`config.mk`:
```
export PLATFORM = sky130hd
export DESIGN_NAME = fifo_wr_arbiter
export DESIGN_NICKNAME = d
export VERILOG_FILES = /design/src/rtl/fifo_wr_arbiter.sv
export SDC_FILE = /design/constraint.sdc
export NUM_CORES = 1
export LEC_CHECK = 0
export ABC_CLOCK_PERIOD_IN_PS = 2000
export CAP_MARGIN = 20
export CORE_MARGIN = 2
export CORE_UTILIZATION = 37
export DETAILED_ROUTE_END_ITERATION = 12
export PLACE_DENSITY = 0.82
export SLEW_MARGIN = 10
export SYNTH_ARGS = -nofsm -noshare
export SYNTH_HDL_FRONTEND = slang
export SYNTH_SLANG_ARGS = --single-unit
```
`constraint.sdc`:
```
create_clock -name clk -period 2 [get_ports clk]
set_clock_uncertainty 0.2 [all_clocks]
set_input_delay 0.5 -clock clk [delete_from_list [all_inputs] [get_ports clk]]
set_output_delay 0.5 -clock clk [all_outputs]
set_load 0.03 [all_outputs]
```
`src/rtl/fifo_wr_arbiter.sv`:
```
// fifo_wr_arbiter: round-robin write arbiter that lets two producers share one FIFO write port.
// Each grant may carry up to BURST consecutive words. For every word it forwards, the
// arbiter returns a done (acknowledged) pulse or an err (wr_err) pulse to that requester.
// Optional feature macro: FIFO_ARB_FULL_GUARD_EN. When it is defined, no write is issued
// while f_full is high.
module fifo_wr_arbiter #(
    parameter int BURST = 4,
    parameter int DW    = 32
) (
    input  logic          clk,
    input  logic          reset,
    input  logic          req0,
    input  logic          req1,
    input  logic [DW-1:0] d0,
    input  logic [DW-1:0] d1,
    output logic          gnt0,
    output logic          gnt1,
    output logic          done0,
    output logic          done1,
    output logic          err0,
    output logic          err1,
    output logic          f_wr_en,
    output logic [DW-1:0] f_d_in,
    input  logic          f_full,
    input  logic          f_wr_ack,
    input  logic          f_wr_err,
    output logic          busy,
    output logic          owner
);

    localparam int             BCW       = (BURST > 1) ? $clog2(BURST) : 1;
    localparam logic [BCW-1:0] BCNT_LAST = BCW'(BURST - 1);

    typedef enum logic [1:0] {
        IDLE = 2'd0,
        WR   = 2'd1,
        WAIT = 2'd2
    } state_t;

    state_t         r_state;
    state_t         w_next;
    logic           r_sel;
    logic           r_pri;
    logic [BCW-1:0] r_bcnt;
    logic           r_wr_en;
    logic [DW-1:0]  r_d_in;
    logic           r_gnt0;
    logic           r_gnt1;
    logic           r_done0;
    logic           r_done1;
    logic           r_err0;
    logic           r_err1;

    logic           w_issue;
    logic           w_start;
    logic           w_cont;
    logic           w_pick;
    logic           w_req_sel;
    logic           w_in_wait;

`ifdef FIFO_ARB_FULL_GUARD_EN
    // Hold off new words while the FIFO is full, so overflow can never be signalled.
    assign w_issue = !f_full;
`else
    // Always issue; an overflow surfaces as the FIFO's wr_err forwarded to the owner.
    assign w_issue = 1'b1;
`endif

    assign w_in_wait = (r_state == WAIT);

    // Next-state decode: new grant from IDLE, burst continuation from WAIT, otherwise release.
    always_comb begin
        w_next    = r_state;
        w_start   = 1'b0;
        w_cont    = 1'b0;
        w_pick    = r_pri;
        w_req_sel = r_sel ? req1 : req0;
        case (r_state)
            IDLE: begin
                // A lone requester wins outright; pri only breaks ties.
                w_pick = (req0 && req1) ? r_pri : req1;
                if ((req0 || req1) && w_issue) begin
                    w_next  = WR;
                    w_start = 1'b1;
                end
            end
            WR: begin
                w_next = WAIT;
            end
            WAIT: begin
                if (w_req_sel && (r_bcnt < BCNT_LAST) && w_issue) begin
                    w_next = WR;
                    w_cont = 1'b1;
                end else begin
                    w_next = IDLE;
                end
            end
            default: begin
                w_next = IDLE;
            end
        endcase
    end

    // State register.
    always_ff @(posedge clk) begin
        if (reset) r_state <= IDLE;
        else       r_state <= w_next;
    end

    // Ownership, priority and burst count.
    always_ff @(posedge clk) begin
        if (reset) begin
            r_sel  <= 1'b0;
            r_pri  <= 1'b0;
            r_bcnt <= '0;
        end else begin
            if (w_start) begin
                r_sel  <= w_pick;
                r_bcnt <= '0;
            end else if (w_cont) begin
                r_bcnt <= r_bcnt + BCW'(1);
            end
            // Hand preference to the other requester whenever a burst ends.
            if (w_in_wait && !w_cont) r_pri <= ~r_sel;
        end
    end

    // Registered FIFO write port and grant pulses; data is captured on the same edge as the grant.
    always_ff @(posedge clk) begin
        if (reset) begin
            r_wr_en <= 1'b0;
            r_d_in  <= '0;
            r_gnt0  <= 1'b0;
            r_gnt1  <= 1'b0;
        end else begin
            r_wr_en <= w_start || w_cont;
            r_gnt0  <= (w_start && !w_pick) || (w_cont && !r_sel);
            r_gnt1  <= (w_start &&  w_pick) || (w_cont &&  r_sel);
            if (w_start)     r_d_in <= w_pick ? d1 : d0;
            else if (w_cont) r_d_in <= r_sel ? d1 : d0;
        end
    end

    // FIFO status sampled in WAIT and returned to the owner one cycle later.
    always_ff @(posedge clk) begin
        if (reset) begin
            r_done0 <= 1'b0;
            r_done1 <= 1'b0;
            r_err0  <= 1'b0;
            r_err1  <= 1'b0;
        end else begin
            r_done0 <= w_in_wait && !r_sel && f_wr_ack;
            r_done1 <= w_in_wait &&  r_sel && f_wr_ack;
            r_err0  <= w_in_wait && !r_sel && f_wr_err;
            r_err1  <= w_in_wait &&  r_sel && f_wr_err;
        end
    end

    assign f_wr_en = r_wr_en;
    assign f_d_in  = r_d_in;
    assign gnt0    = r_gnt0;
    assign gnt1    = r_gnt1;
    assign done0   = r_done0;
    assign done1   = r_done1;
    assign err0    = r_err0;
    assign err1    = r_err1;
    assign owner   = r_sel;
    assign busy    = (r_state != IDLE);

endmodule
```
[Word-level counts from Yosys, hierarchy flattened]
Cells that the tools add are included.
Operators by class
  eq/ne operators: 3
  reductions and logical operators: 24
  shift-type cells: 0
  order comparisons: 1
  muxes and demuxes: 14
  divide/modulo/power cells: 0
  $add $sub $neg: 1
  bitwise logic cells: 1
  multiply operators: 0
Operators by type and width (count)
  two-way mux 32 bit: 4
  logical AND 1 bit: 13
  two-way mux 1 bit: 8
  case mux 2 bit (3 select lines): 1
  logical OR 1 bit: 4
  nonzero test 2 bit: 2
  zero test 1 bit: 3
  adder 2 x 1 -> 2 bit, second input constant: 1
  == test 2 x 1 -> 1 bit, second input constant: 1
  == test 2 bit, second input constant: 1
  zero test 2 bit: 1
  less-than comparator 2 bit, second input constant: 1
  two-way mux 2 bit: 1
  inequality test 2 bit, second input constant: 1
  OR reduction 2 bit: 1
  NOT 1 bit: 1
Word-level totals
  output and inout port bits: 41
  memory bits (writable): 0
  logic and storage cells: 56
  bits in latches: 0
  memory bits (read-only): 0
  input bits: 71
  bits in registers: 45
  memories: 0

[Logic depth before layout (Yosys ltp)]
  depth after elaboration: 6
  depth in mapped cells: 7
  mapped depth without buffers: 5

[Least setup slack after synthesis]
OpenSTA, ideal clock, no wires.
  kind: register to register
  start point: register r_sel, in the netlist owner
  end point: register r_d_in[0], in the netlist f_d_in[0]
  data required time: 1.711 ns
  arrival: 1.628 ns
  cell stages (with the launch flop): 7
  buffers on the path: 2
  slack: 0.083 ns
  period minus slack after synthesis: 1.917 ns
  library setup time: 0.089 ns
  cells stage by stage: dfxtp_1 mux2i_1 o32ai_2 buf_4 buf_6 nor2_1 a311oi_2
On the way
  cells in the longest elaborated chain, start to end: 5
  elaborated cells between the ends (all ways): 8
  those cells by class: mux (6); reduce/logical (2)
RTL lines
  start, declared: RTL line 42  | logic r_sel;
  start signal, assigned: RTL line 118  | r_sel <= w_pick;
  two-way mux 1 bit: RTL line 77  | w_req_sel = r_sel ? req1 : req0;
  logical AND 1 bit: RTL line 91  | if (w_req_sel && (r_bcnt < BCNT_LAST) && w_issue) begin
  two-way mux 1 bit: RTL line 91
  two-way mux 1 bit: RTL line 78  | case (r_state)
  nonzero test 2 bit (no line)
  end signal, assigned: RTL line 139  | if (w_start) r_d_in <= w_pick ? d1 : d0;
  end signal, assigned: RTL line 140  | else if (w_cont) r_d_in <= r_sel ? d1 : d0;
  end, declared: RTL line 46  | logic [DW-1:0] r_d_in;
Several ways; a longest one is shown, not always the timed one. The select of a mux whose other input is x is not followed.
A chain may end at the register's enable or synchronous reset.

[Worst setup path in the final report]
  start point: register r_err1, in the netlist err1
  end point: output err1
RTL lines
  start, declared: RTL line 52  | logic r_err1;
  start signal, assigned: RTL line 155  | r_err1 <= w_in_wait && r_sel && f_wr_err;
  end, declared: RTL line 21  | output logic err1,
No word-level cell between the ends.

==> flow_summary.ini <==
[status]
status = completed

[final_layout]
nFillCells = 435
nets = 430
design_area_um2 = 3580
final_util_pct = 68.7
area_growth_pct = 77.0
drive_gt1_share_pct = 18.9
n_antenna_cell = 0

[worst_setup_path]
crit_buf_inv = 1
crit_type = reg -> out
required_ns = 1.30
cp-start-kind = flip-flop
crit_path_max_incr_delay_ns = 0.66
cpMaxStageDelayCell = clkdlybuf4s50_1
crit_family = buffers and inverters
crit_path_end_kind = primary output
worst-path-max-fanout = 1
crit_chain = clkdlybuf4s50_1
cp.arrival_ns = 1.25

[yosys]
synthDistinctLibCells = 27
yosysWarnings = 0
netlist.area_leader.share_pct = 44.6
syn-num-nets = 305
syn_avg_cell_area_um2 = 8.67
synth_area_leader_cell = dfxtp_1
synth_seq_area_share_pct = 44.6
syn_area_um2 = 2020
syn-instance-count = 233
synth_seq_cells = 45
yosys-top-cells-area = dfxtp_1 45%, nand2_1 13%, a311oi_2 11%, nor2_1 8.2%, a311oi_1 7.4%

[clock_network]
numCtsBuffers = 5
cts.path.max_buffers = 2
tritoncts = done
clk_pin_slew_ns = 0.08
ctsHoldBuffers = 0
clock_sinks = 45
clock_latency_ns = 0.29
cts.htree.levels = 2
cts-root-buf = clkbuf_8

[global_routing]
grt_max_degree = 24
antenna_found_initial = 0
grt_first_pass_wirelength_um = 9980
grt_overflow = 0
grt.total_usage_pct = 20.5
first_global_vias = 2158

[drt]
viasPerCell = 4.91
firstDrtPassIters = 4
wl_per_cell_um = 14.1
drt_iter0_drc = 81
drc = 0
ant_nets = 0
num_vias = 2107
routed_wl_um = 6040

[sta]
fin_crit_sh_pct = 97.6
setup_ws_ns = 0.0479
tightest_slew_ns = 0.494
hold_viol = 0
max_freq_mhz = 512
finalCriticalPeriod_ns = 1.95
relSlewSlack_pct = 67.1
holdWs_ns = 0.295
setup_viol = 0
rsz0062_at_grt = no
slew_violations = 0

[floorplanning]
die_w_um = 77.9
die_area_um2 = 6070
io_pins = 112
num_rows = 26
start_util_pct = 38.8
fp.dieH_um = 77.9
core_um2 = 5200

[worst_hold_path]
min-delay-path-class = reg -> reg

[place]
dp_hpwl_um = 4200
dp_slack_ns = -0.501
routabilityCongestion = 0.814
place_area_um2 = 3310
port_buffers = 110

[power_and_ir_drop]
max-vdd-ir-drop_mv = 0.397
leakagePower_uw = 0.00159
p_per_area_nw_per_um2 = 752

[run]
max_cap_violations = 0
==> layout make-up <==
cell class | instances | area (um2) | share of cell area (%)
timing repair buffer | 136 | 1420 | 39.6
multi-input combinational | 167 | 1080 | 30.2
sequential | 45 | 902 | 25.2
tap | 70 | 87.6 | 2.45
clock buffer | 6 | 72.6 | 2.03
inverter | 3 | 11.3 | 0.315
clock inverter | 2 | 10.0 | 0.280
==> per-layer routing <==
metal	GRT usage, %	share of wire (%)	up-vias
met5	0	0	-
met4	5.61	1.6	0
met3	6.40	7.3	8
met2	36.6	51	78
met1	23.5	41	965
li1	-	-	1056
==> power breakdown <==
part / internal [uW] / total, uW / switching (uW)
Sequential: 1000 / 1060 / 54.6
Combinational: 521 / 1100 / 576
Clock: 242 / 536 / 294
==> state kept, by name (all words and copies together), names as in the netlist <==
signal,cells
f_d_in,32
gnt1,1
done0,1
r_pri,1
gnt0,1
done1,1
owner,1
r_state,2
r_bcnt,2
err0,1
f_wr_en,1
err1,1
==> path summary, 6_finish.rpt <==
| kind | from | depth (start not counted) | to | slack, ns |
|---|---|---|---|---|
| setup / recovery | err1 | 1 | err1 | 0.05 |
| hold / removal | r_pri | 2 | r_pri | 0.29 |
| setup reg to reg | r_state[1] | 6 | f_d_in[24] | 0.10 |
| hold reg to reg | r_pri | 2 | r_pri | 0.29 |
==> cells in the final DEF, fill, tap and decap left out, types with 2 or more instances in the layout <==
master,n
a21oi_1,2
a311oi_1,9
a311oi_2,23
buf_12,5
buf_4,16
buf_6,3
bufbuf_16,2
clkbuf_8,5
clkdlybuf4s50_1,71
clkinv_2,2
dfxtp_1,44
dlygate4sd2_1,29
dlymetal6s2s_1,7
inv_1,2
nand2_1,68
nand2b_1,2
nor2_1,42
nor2b_1,3
nor3_1,3
nor3b_1,2
==> stage by stage <==
| stage | total power (uW) | cells | setup TNS (ns) |
|---|---|---|---|
| 6_report | 2690 | 429 | 0 |
| 5_1_grt | 2840 | 429 | 0 |
| 4_1_cts | 2690 | 429 | 0 |
| 3_5_place_dp | 2110 | 415 | -15.32 |
| 3_3_place_gp | 2090 | 415 | -14.36 |
| 2_1_floorplan | 1650 | 233 | 0 |
==> cells in the mapped netlist <==
library cell  instances
a21oi_1               2
a221oi_1              1
a311oi_1             17
a311oi_2             15
a31oi_1               1
a32o_1                1
a32oi_4               1
buf_1                 1
buf_2                 6
buf_4                 3
buf_6                 4
clkbuf_1              4
dfxtp_1              45
ha_1                  1
inv_1                 2
inv_2                 1
mux2i_1               2
nand2_1              68
nand2b_1              2
nor2_1               44
nor2b_1               3
nor3_1                3
nor3b_1               2
o21ai_0               1
o32ai_2               1
or3b_4                1
xnor2_1               1
==> what timing repair did <==
action	4_1_cts	5_1_grt
cloned	3	0
endpoints found under the setup margin	61	16
gates resized for setup	43	15
buffers inserted	3	0
pin swaps	3	2
endpoints found under the hold margin	0	0
==> logic make-up (layout without fill, tap and decap cells) <==
| logic type | after synthesis | after routing | synth area share (%) |
|---|---|---|---|
| flops | 45 | 45 | 44.6 |
| simple gates | 123 | 123 | 24.4 |
| buf+inv | 21 | 147 | 6.32 |
| xor+xnor | 1 | 1 | 0.434 |
| mux | 2 | 2 | 0.991 |
| fa+ha+maj | 1 | 1 | 0.619 |
| compound gates | 40 | 40 | 22.7 |
Note: power is estimated with default switching activity, not from simulation.
